$ cat config.mk
export PLATFORM = sky130hd
export DESIGN_NAME = mandel_scan_ctrl_flat
export DESIGN_NICKNAME = d
export VERILOG_FILES = /design/src/rtl/mandel_scan_ctrl_if.sv /design/src/rtl/mandel_scan_ctrl.sv /design/src/flat_wrapper.sv
export SDC_FILE = /design/constraint.sdc
export NUM_CORES = 1
export LEC_CHECK = 0
export CORE_UTILIZATION = 35
export CTS_CLUSTER_SIZE = 28
export DETAILED_ROUTE_END_ITERATION = 10
export MAX_ROUTING_LAYER = met4
export PLACE_DENSITY_LB_ADDON = 0.25
export SYNTH_ARGS = -nofsm -noshare
export SYNTH_HDL_FRONTEND = slang
export SYNTH_SLANG_ARGS = --single-unit
$ cat constraint.sdc
create_clock -name clk -period 6.8 [get_ports clk]
set_input_delay 1.36 -clock clk [delete_from_list [all_inputs] [get_ports clk]]
set_output_delay 1.36 -clock clk [all_outputs]
set_load 0.01 [all_outputs]
$ cat src/rtl/mandel_scan_ctrl_if.sv
// Core-facing and result-stream signals of the Mandelbrot frame scheduler.
// The master modport is the scheduler. The slave modport is the core plus the
// result sink.
interface mandel_scan_ctrl_if #(
  parameter int W      = 16,
  parameter int DIM_W  = 8,
  parameter int ITER_W = 7
);
  // Iteration core side
  logic              o_core_start;
  logic [W-1:0]      o_core_cr;
  logic [W-1:0]      o_core_ci;
  logic              i_core_done;
  logic              i_core_unbounded;
  logic [ITER_W-1:0] i_core_iter;

  // Result stream toward readout
  logic              o_res_valid;
  logic              i_res_ready;
  logic [DIM_W-1:0]  o_res_x;
  logic [DIM_W-1:0]  o_res_y;
  logic [ITER_W-1:0] o_res_iter;
  logic              o_res_unbounded;

  modport master (
    output o_core_start, o_core_cr, o_core_ci,
    input  i_core_done, i_core_unbounded, i_core_iter,
    output o_res_valid, o_res_x, o_res_y, o_res_iter, o_res_unbounded,
    input  i_res_ready
  );

  modport slave (
    input  o_core_start, o_core_cr, o_core_ci,
    output i_core_done, i_core_unbounded, i_core_iter,
    input  o_res_valid, o_res_x, o_res_y, o_res_iter, o_res_unbounded,
    output i_res_ready
  );
endinterface

$ cat src/rtl/mandel_scan_ctrl.sv
// Frame scheduler for the Mandelbrot iteration core. It walks a cols x rows
// grid in raster order. For each pixel it steps the C coordinate, starts the
// core, waits for the result and hands it out on a valid/ready stream.
module mandel_scan_ctrl #(
  parameter int W      = 16,
  parameter int DIM_W  = 8,
  parameter int ITER_W = 7
) (
  input  logic             clk,
  input  logic             rst,
  input  logic             i_start,
  input  logic             i_abort,
  input  logic [W-1:0]     i_cr0,
  input  logic [W-1:0]     i_ci0,
  input  logic [W-1:0]     i_cr_step,
  input  logic [W-1:0]     i_ci_step,
  input  logic [DIM_W-1:0] i_cols,
  input  logic [DIM_W-1:0] i_rows,
  mandel_scan_ctrl_if.master bus,
  output logic             o_busy,
  output logic             o_frame_done
);

  typedef enum logic [1:0] {
    S_IDLE,
    S_ISSUE,
    S_WAIT,
    S_EMIT
  } state_t;

  state_t state, state_next;

  // Frame configuration, held for the whole frame
  logic [W-1:0]     cr0_q, cr_step_q, ci_step_q;
  logic [DIM_W-1:0] cols_q, rows_q;

  // Scan position and current coordinate
  logic [DIM_W-1:0] x_q, y_q;
  logic [W-1:0]     cr_q, ci_q;

  // Result holding registers
  logic              res_valid_q;
  logic [DIM_W-1:0]  res_x_q, res_y_q;
  logic [ITER_W-1:0] res_iter_q;
  logic              res_unb_q;
  logic              frame_done_q;

  // Control strobes from the FSM to the datapath
  logic load_cfg, capture, step_col, step_row, frame_done_set;

  logic zero_size, last_col, last_row, handshake;

  assign zero_size = (i_cols == '0) || (i_rows == '0);
  assign last_col  = (x_q == cols_q - DIM_W'(1));
  assign last_row  = (y_q == rows_q - DIM_W'(1));
  assign handshake = res_valid_q && bus.i_res_ready;

  // State register
  always_ff @(posedge clk) begin
    // NOTE: sequential state uses non-blocking assignments so that every
    // register samples the values from before the edge, whatever the
    // evaluation order.
    if (rst) state <= S_IDLE;
    else     state <= state_next;
  end

  // Next-state and control-strobe decode; abort overrides done and handshake
  always_comb begin
    // NOTE: every output of this block gets a default first. A path that
    // leaves one unassigned would infer a latch.
    state_next     = state;
    load_cfg       = 1'b0;
    capture        = 1'b0;
    step_col       = 1'b0;
    step_row       = 1'b0;
    frame_done_set = 1'b0;

    case (state)
      S_IDLE: begin
        if (i_start && !i_abort) begin
          if (zero_size) begin
            frame_done_set = 1'b1;
          end else begin
            load_cfg   = 1'b1;
            state_next = S_ISSUE;
          end
        end
      end
      S_ISSUE: begin
        state_next = i_abort ? S_IDLE : S_WAIT;
      end
      S_WAIT: begin
        if (i_abort) begin
          state_next = S_IDLE;
        end else if (bus.i_core_done) begin
          capture    = 1'b1;
          state_next = S_EMIT;
        end
      end
      S_EMIT: begin
        if (i_abort) begin
          state_next = S_IDLE;
        end else if (handshake) begin
          if (last_col && last_row) begin
            frame_done_set = 1'b1;
            state_next     = S_IDLE;
          end else if (last_col) begin
            step_row   = 1'b1;
            state_next = S_ISSUE;
          end else begin
            step_col   = 1'b1;
            state_next = S_ISSUE;
          end
        end
      end
      default: state_next = S_IDLE;
    endcase
  end

  // Datapath: config capture, coordinate stepping, and the result registers
  always_ff @(posedge clk) begin
    if (rst) begin
      cr0_q        <= '0;
      cr_step_q    <= '0;
      ci_step_q    <= '0;
      cols_q       <= '0;
      rows_q       <= '0;
      x_q          <= '0;
      y_q          <= '0;
      cr_q         <= '0;
      ci_q         <= '0;
      res_valid_q  <= 1'b0;
      res_x_q      <= '0;
      res_y_q      <= '0;
      res_iter_q   <= '0;
      res_unb_q    <= 1'b0;
      frame_done_q <= 1'b0;
    end else begin
      frame_done_q <= frame_done_set;
      // Valid is high exactly while the FSM sits in EMIT.
      res_valid_q  <= (state_next == S_EMIT);

      if (load_cfg) begin
        cr0_q     <= i_cr0;
        cr_step_q <= i_cr_step;
        ci_step_q <= i_ci_step;
        cols_q    <= i_cols;
        rows_q    <= i_rows;
        x_q       <= '0;
        y_q       <= '0;
        cr_q      <= i_cr0;
        ci_q      <= i_ci0;
      end

      if (capture) begin
        res_x_q    <= x_q;
        res_y_q    <= y_q;
        res_iter_q <= bus.i_core_iter;
        res_unb_q  <= bus.i_core_unbounded;
      end

      // Coordinates wrap modulo 2^W; no saturation is intended.
      if (step_col) begin
        x_q  <= x_q + DIM_W'(1);
        cr_q <= cr_q + cr_step_q;
      end

      if (step_row) begin
        x_q  <= '0;
        cr_q <= cr0_q;
        y_q  <= y_q + DIM_W'(1);
        ci_q <= ci_q + ci_step_q;
      end
    end
  end

  assign bus.o_core_start    = (state == S_ISSUE);
  assign bus.o_core_cr       = cr_q;
  assign bus.o_core_ci       = ci_q;
  assign bus.o_res_valid     = res_valid_q;
  assign bus.o_res_x         = res_x_q;
  assign bus.o_res_y         = res_y_q;
  assign bus.o_res_iter      = res_iter_q;
  assign bus.o_res_unbounded = res_unb_q;
  assign o_busy              = (state != S_IDLE);
  assign o_frame_done        = frame_done_q;

endmodule

$ cat src/flat_wrapper.sv
// flat-port wrapper written by rule: the top's interface ports become plain ports
module mandel_scan_ctrl_flat 
#(
  parameter int W      = 16,
  parameter int DIM_W  = 8,
  parameter int ITER_W = 7
)
  (clk, rst, i_start, i_abort, i_cr0, i_ci0, i_cr_step, i_ci_step, i_cols, i_rows, o_busy, o_frame_done, bus_o_core_start, bus_o_core_cr, bus_o_core_ci, bus_i_core_done, bus_i_core_unbounded, bus_i_core_iter, bus_o_res_valid, bus_o_res_x, bus_o_res_y, bus_o_res_iter, bus_o_res_unbounded, bus_i_res_ready);
  mandel_scan_ctrl_if #(.W(W), .DIM_W(DIM_W), .ITER_W(ITER_W)) bus_i ();
  input  logic clk;
  input  logic rst;
  input  logic i_start;
  input  logic i_abort;
  input  logic [W-1:0] i_cr0;
  input  logic [W-1:0] i_ci0;
  input  logic [W-1:0] i_cr_step;
  input  logic [W-1:0] i_ci_step;
  input  logic [DIM_W-1:0] i_cols;
  input  logic [DIM_W-1:0] i_rows;
  output logic o_busy;
  output logic o_frame_done;
  output wire logic [$bits(bus_i.o_core_start)-1:0] bus_o_core_start;
  output wire logic [$bits(bus_i.o_core_cr)-1:0] bus_o_core_cr;
  output wire logic [$bits(bus_i.o_core_ci)-1:0] bus_o_core_ci;
  input wire logic [$bits(bus_i.i_core_done)-1:0] bus_i_core_done;
  input wire logic [$bits(bus_i.i_core_unbounded)-1:0] bus_i_core_unbounded;
  input wire logic [$bits(bus_i.i_core_iter)-1:0] bus_i_core_iter;
  output wire logic [$bits(bus_i.o_res_valid)-1:0] bus_o_res_valid;
  output wire logic [$bits(bus_i.o_res_x)-1:0] bus_o_res_x;
  output wire logic [$bits(bus_i.o_res_y)-1:0] bus_o_res_y;
  output wire logic [$bits(bus_i.o_res_iter)-1:0] bus_o_res_iter;
  output wire logic [$bits(bus_i.o_res_unbounded)-1:0] bus_o_res_unbounded;
  input wire logic [$bits(bus_i.i_res_ready)-1:0] bus_i_res_ready;
  assign bus_o_core_start = bus_i.o_core_start;
  assign bus_o_core_cr = bus_i.o_core_cr;
  assign bus_o_core_ci = bus_i.o_core_ci;
  assign bus_i.i_core_done = bus_i_core_done;
  assign bus_i.i_core_unbounded = bus_i_core_unbounded;
  assign bus_i.i_core_iter = bus_i_core_iter;
  assign bus_o_res_valid = bus_i.o_res_valid;
  assign bus_o_res_x = bus_i.o_res_x;
  assign bus_o_res_y = bus_i.o_res_y;
  assign bus_o_res_iter = bus_i.o_res_iter;
  assign bus_o_res_unbounded = bus_i.o_res_unbounded;
  assign bus_i.i_res_ready = bus_i_res_ready;
  mandel_scan_ctrl #(.W(W), .DIM_W(DIM_W), .ITER_W(ITER_W)) u_core (.clk(clk), .rst(rst), .i_start(i_start), .i_abort(i_abort), .i_cr0(i_cr0), .i_ci0(i_ci0), .i_cr_step(i_cr_step), .i_ci_step(i_ci_step), .i_cols(i_cols), .i_rows(i_rows), .bus(bus_i), .o_busy(o_busy), .o_frame_done(o_frame_done));
endmodule
==> summary.txt, run 1 <==
STA
  – Fin crit period: 3.98 ns
  – Setup Skew: 0.00815 ns
  – Measured slew at the worst slew-check pin: 1.21 ns
  – Final hold vios: 0
  – Crit share post-route: 58.6%
  – Final setup fails: 0
  – Max Freq: 0.251 GHz
  – RSZ-0062 raised after global routing: no
  – Fin. max-slew vios: 0
  – Setup TNS: 0 ns
  – Worst hold slack: 0.453 ns
  – Worst slew margin relative to its limit: 18.3%

Layout
  – Area growth, synth to finish: 31.1%
  – Share of post-route cells with drive strength above 1: 4.96%
  – Filler cell count in the final layout: 2065
  – Nets: 1229
  – Inserted Diodes: 0
  – Most frequent cells in the layout: nand2_1 (222), clkdlybuf4s50_1 (152), dfxtp_1 (140), a21oi_1 (137), nor2_1 (46)
  – Post-Layout Cell Count: 1383
  – Most common cell after layout, fill and taps aside: nand2_1

CTS
  – Clk buf depth: 2
  – # H-tree levels: 4
  – CTS tree: done
  – Root buffer cell: clkbuf_16
  – TritonCTS buffer count: 17
  – Hold_buf cts: 0
  – Post-CTS setup buffer count: 0
  – Clk slew on worst S/H paths: 0.06 ns
  – Clk Latency, worst-skew pair: 0.43 ns
  – Post-CTS Resized: 0
  – CTS sink cnt: 140

Synthesis
  – Asr flop ratio synth: 0%
  – Number of synthesized flops with an enable pin: 0
  – Cells after synthesis: 967
  – Mapped Area: 7500 um2
  – Number of library cell types mapped by synthesis: 62
  – Yosys reg bits: 140
  – Sequential area share after synthesis: 37.4%
  – Syn Area/Cell: 7.75 um2
  – Synthesized Nets: 1101
  – Ys flop type: dfxtp_1
  – Ys Warns: 0

Status
  – Outcome: finished clean

Worst setup path
  – CP max stage cell: o41ai_2
  – Setup CP Type: reg2reg
  – CP Max Fanout: 27
  – Slowest Stage Delay on Critical Path: 1.06 ns
  – Worst path cell trace: or4_4 > nor4_2 > o22ai_1 > o41ai_2 > buf_4 > o211ai_1 > o221ai_1 > a21oi_1
  – CP startpoint kind: flop
  – Crit path DAT: 4.27 ns
  – Critical Path End Type: flop
  – Data required time of the critical path: 7.09 ns

Pwr
  – Internal power: 1.52 mW
  – Final Total Pwr: 2.10 mW
  – Comb power frac: 14.6%
  – Pwr Density: 213 nW/um2
  – Max IR drop VDD: 0.148 mV
  – Sw Share: 27.4%
  – Sw power: 576 uW
  – Leak Pwr: 3.75 nW
  – Seq pwr share: 42.1%
  – Clock power frac: 43.4%

Placed design
  – DP Cell Count: 1351
  – Routability congestion estimate: 0.874
  – Detailed Place HPWL: 15.1 mm
  – Port Buffer Count: 153

Hold path
  – Hold/Removal Path Class: reg2reg

GRT
  – Initial antenna violation count: 0
  – Total track usage: 20.9%
  – Largest net degree at the start of global routing: 88
  – First-pass GRT wire length: 35.0 mm
  – GRT overflow: 0
  – Vias in the first global route: 6944

Die
  – Chip width: 148 um
  – Area of the core: 21000 um2
  – Initial Util: 35.7%
  – Height of the chip: 148 um
  – Ports: 154
  – Row count: 53
  – Die area: 22000 um2

Run
  – Max-cap viol count: 0

Drt
  – 1st-iter DRT viols: 500
  – Post-DR vias/cell: 5.26
  – WL final: 22.0 mm
  – Vias post-DR: 7280
  – DRT Pass-1 Iters: 4
  – DR WL/cell: 15.9 um
  – Final antenna-violating net count: 0
  – DRC Markers: 0
-- sequential cells by signal, summed over array words and instances (netlist names) --
| register | flops |
|---|---|
| u_core.bus.o_core_ci | 16 |
| u_core.bus.o_core_cr | 16 |
| u_core.bus.o_res_iter | 7 |
| u_core.bus.o_res_unbounded | 1 |
| u_core.bus.o_res_valid | 1 |
| u_core.bus.o_res_x | 8 |
| u_core.bus.o_res_y | 8 |
| u_core.ci_step_q | 16 |
| u_core.cols_q | 8 |
| u_core.cr0_q | 16 |
| u_core.cr_step_q | 16 |
| u_core.o_frame_done | 1 |
| u_core.rows_q | 8 |
| u_core.state | 2 |
| u_core.x_q | 8 |
| u_core.y_q | 8 |
-- worst max-delay path, delay by kind of cell, from the launching register on --
family	cells	cell delay (ns)
buffers and inverters	1	0.45
AND/OR/NAND/NOR	2	0.82
flip-flops	1	0.39
AO/OA/AOI/OAI	5	2.17
-- worst paths after layout --
kind                            startpoint                  endpoint  slack, ns  cells past startpoint
hold reg to reg   u_core.bus.o_res_iter[5]  u_core.bus.o_res_iter[5]       0.45                      2
hold / removal    u_core.bus.o_res_iter[5]  u_core.bus.o_res_iter[5]       0.45                      2
setup / recovery          u_core.cols_q[2]   u_core.bus.o_core_cr[8]       2.82                      8
setup reg to reg          u_core.cols_q[2]   u_core.bus.o_core_cr[8]       2.82                      8
-- synthesized netlist by cell type, drive strengths merged (6+ instances only) --
master  instances  share of area, %
clkbuf         39               2.0
dfxtp         140                37
a211oi         17               1.7
nor4           10               1.0
nand2         222                11
xnor2          21               2.5
nor2           46               2.3
a31oi           7              0.58
nand3b         14               1.4
nand3          23               1.5
nor3           26               1.9
xor2           22               2.6
buf            12              0.75
inv            20               1.0
o221ai          6              0.70
and3           25               2.1
o21ai          32               2.1
ha             38               6.3
a21o           11               1.1
a21oi         137               9.1
nand2b          9              0.75
-- per-stage QoR --
step | worst slack, ns | utilization (%) | cell area [um2]
5_1_grt | 2.45 | 46.8 | 9830
4_1_cts | 2.78 | 46.8 | 9830
3_5_place_dp | 2.46 | 44.0 | 9250
3_3_place_gp | 2.52 | 44.0 | 9250
2_1_floorplan | 3.61 | - | 7500
6_report | 2.82 | 46.8 | 9830
-- kinds of logic after synthesis --
family	synth area share (%)
multiplexers	0.968
AO/OA/AOI/OAI	21.3
adder cells (fa/ha/maj)	6.88
buffers and inverters	3.75
AND/OR/NAND/NOR	24.7
flip-flops	37.4
XOR/XNOR	5.02
-- power by group through the flow --
stage / Clock, mW / Sequential, mW / Combinational [mW]
final: 0.910 / 0.883 / 0.306
after global routing: 0.959 / 0.887 / 0.339
after CTS: 0.932 / 0.883 / 0.307
after detailed placement: 0 / 0.900 / 0.305
after global placement: 0 / 0.900 / 0.302
after floorplan: 0 / 0.896 / 0.174
-- final cells by class --
| cell class | count | area, um2 | share of cell area (%) |
|---|---|---|---|
| Sequential cell | 140 | 2800 | 28.5 |
| Clock buffer | 18 | 439 | 4.47 |
| Timing Repair Buffer | 160 | 1580 | 16.1 |
| Tap cell | 275 | 344 | 3.50 |
| Multi-Input combinational cell | 755 | 4450 | 45.2 |
| Inverter | 21 | 78.8 | 0.802 |
| Clock inverter | 14 | 136 | 1.39 |
-- metal layers --
layer  up-vias  part of all wire (%)  global-route usage (%)  wire length [um]
met3        31                   5.2                    4.20              1130
met2       197                    47                    34.2             10200
li1       3672                     -                       -                 -
met1      3380                    47                    25.7             10200
met5         -                     0                       -                 0
met4         0                   1.7                    7.11               370
No activity file was read; power rests on OpenSTA's default activity.
==> run 2, diff against run 1 <==
==> constraint.sdc (replaced) <==
create_clock -name clk -period 3.29 [get_ports clk]
set_input_delay 0.658 -clock clk [delete_from_list [all_inputs] [get_ports clk]]
set_output_delay 0.658 -clock clk [all_outputs]
set_load 0.01 [all_outputs]
==> run 2 against run 1 <==
Effect of this change:
- highest routed layer unchanged
- clock skew is 0.00065 ns lower
- cell area rose by 2.5%
- global-route usage grew 0.40 points
- critical endpoint is now u_core.x_q[2]
==> summary.txt, run 2 (synthesis results as in run 1) <==
Status
  – Outcome: finished clean

CTS
  – # H-tree levels: 4 (unchanged)
  – Hold_buf cts: 0 (unchanged)
  – TritonCTS buffer count: 17 (unchanged)
  – Clk slew on worst S/H paths: 0.06 ns (about the same)
  – Post-CTS setup buffer count: 0 (unchanged)
  – Root buffer cell: clkbuf_16
  – CTS tree: done
  – Clk buf depth: 2 (unchanged)
  – Post-CTS Resized: 0 (unchanged)
  – Clk Latency, worst-skew pair: 0.42 ns (about the same)
  – CTS sink cnt: 140 (unchanged)

Pwr
  – Leak Pwr: 3.88 nW (+3.4%)
  – Max IR drop VDD: 0.300 mV (+100%)
  – Final Total Pwr: 4.48 mW (+110%)
  – Pwr Density: 444 nW/um2 (+110%)

GRT
  – GRT overflow: 0 (unchanged)
  – Largest net degree at the start of global routing: 121 (+38%)
  – Total track usage: 21.3% (+0.40 points)
  – Initial antenna violation count: 0 (unchanged)
  – First-pass GRT wire length: 36.1 mm (+2.9%)
  – Vias in the first global route: 7189 (+3.5%)

Drt
  – DRC Markers: 0 (unchanged)
  – Final antenna-violating net count: 0 (unchanged)
  – Post-DR vias/cell: 5.27 (about the same)
  – WL final: 22.2 mm (+1.0%)
  – 1st-iter DRT viols: 533 (+6.6%)
  – DR WL/cell: 15.8 um (-0.44%)
  – Vias post-DR: 7390 (+1.5%)
  – DRT Pass-1 Iters: 5 (+1)

Die
  – Ports: 154 (unchanged)
  – Initial Util: 35.7% (unchanged)
  – Area of the core: 21000 um2 (unchanged)
  – Height of the chip: 148 um (unchanged)
  – Chip width: 148 um (unchanged)
  – Row count: 53 (unchanged)
  – Die area: 22000 um2 (unchanged)

Placed design
  – Detailed Place HPWL: 15.9 mm (+5.7%)
  – Port Buffer Count: 153 (unchanged)
  – Routability congestion estimate: 0.860 (-1.6%)

Layout
  – Area growth, synth to finish: 34.4%
  – Final Util: 47.9% (+1.2 points)
  – Most common cell after layout, fill and taps aside: nand2_1
  – Nets: 1250 (+1.7%)
  – Filler cell count in the final layout: 2081 (+0.77%)
  – Inserted Diodes: 0 (unchanged)
  – Share of post-route cells with drive strength above 1: 6.65% (+1.7 points)
  – Most frequent cells in the layout: nand2_1 (222), clkdlybuf4s50_1 (152), dfxtp_1 (140), a21oi_1 (137), nor2_1 (46)

Worst setup path
  – Data required time of the critical path: 3.59 ns (-3.50 ns)
  – Worst Setup SP: u_core.cols_q[2]
  – Crit path DAT: 3.25 ns (-1.02 ns)
  – CP startpoint kind: flop
  – R2R setup slack: 0.33 ns (-2.49 ns)
  – Reg-to-Reg End: u_core.x_q[2]
  – Crit path capture: u_core.x_q[2]
  – Setup CP Type: reg2reg
  – CP Max Fanout: 8 (-70%)
  – R2R cell count: 7 (-1)
  – Worst r2r src: u_core.cols_q[2]
  – Critical Path End Type: flop

STA
  – Max Freq: 0.338 GHz (+35%)
  – Setup Skew: 0.00750 ns (-0.000646 ns)
  – Worst hold slack: 0.452 ns (-0.00138 ns)
  – Final hold vios: 0 (unchanged)
  – Fin crit period: 2.96 ns (-1.02 ns)
  – Measured slew at the worst slew-check pin: 0.765 ns (-0.447 ns)
  – RSZ-0062 raised after global routing: no
  – Crit share post-route: 89.9% (+31 points)
  – Worst slew margin relative to its limit: 48.8% (+31 points)
  – Fin. max-slew vios: 0 (unchanged)
  – Setup TNS: 0 ns (unchanged)
  – Final setup fails: 0 (unchanged)

Hold path
  – Hold path cells: 2 (unchanged)
  – Hold/Removal Path Class: reg2reg

Run
  – Max-cap viol count: 0 (unchanged)
run 2: changes by cell type in the layout (fill, tap and decap cells not counted), moves of 2 or more:
cell | previous run | this run
buf_4 | 8 | 24
clkinv_4 | 4 | 1
buf_12 | 0 | 5
clkinvlp_4 | 2 | 4
bufinv_16 | 1 | 3
run 2: power breakdown:
part / switching (mW) / total, mW / internal [mW]
registers: 0.0604 / 1.82 / 1.76
clock network: 0.783 / 2.00 / 1.21
logic: 0.332 / 0.658 / 0.326
run 2: metal layers:
layer	vias up	global-route usage, %	wire [um]
met5	-	-	0
met4	0	7.06	417
met3	28	5.06	1440
met2	229	34.1	10100
met1	3417	26.3	10200
li1	3716	-	-
run 2: critical path, cell delays in order, from the launching register on:
cell     delay [ns]
dfxtp_1        0.37
or4_4          0.57
nor4_2         0.22
o22ai_1        0.20
or4_4          0.58
or3_1          0.50
nand2_1        0.30
a21oi_1        0.08
run 2: worst min path at each step:
stage	startpoint	to	slack, ns
floorplan	u_core.cr0_q[0]	u_core.bus.o_core_cr[0]	0.43
global placement	u_core.bus.o_res_unbounded	u_core.bus.o_res_unbounded	0.44
detailed placement	u_core.bus.o_res_iter[0]	u_core.bus.o_res_iter[0]	0.45
CTS	u_core.bus.o_res_iter[0]	u_core.bus.o_res_iter[0]	0.45
global route	u_core.bus.o_res_y[6]	u_core.bus.o_res_y[6]	0.47
finish	u_core.bus.o_res_iter[0]	u_core.bus.o_res_iter[0]	0.45
run 2: final cells by class:
| type | count | area (um2) | share of cell area, % |
|---|---|---|---|
| well taps | 275 | 344 | 3.41 |
| inverters | 21 | 78.8 | 0.782 |
| multi-input cells | 755 | 4450 | 44.1 |
| clock buffers | 18 | 439 | 4.36 |
| flip-flops and latches | 140 | 2800 | 27.8 |
| repair buffers | 181 | 1800 | 17.9 |
| clock inverters | 13 | 165 | 1.64 |
run 2: per-stage QoR:
step	std cells	setup slack, ns	instance area [um2]
floorplan	967	0.580	7500
global placement	1372	0.314	9470
detailed placement	1372	0.254	9470
CTS	1403	0.331	10100
global route	1403	0.175	10100
finish	1403	0.332	10100
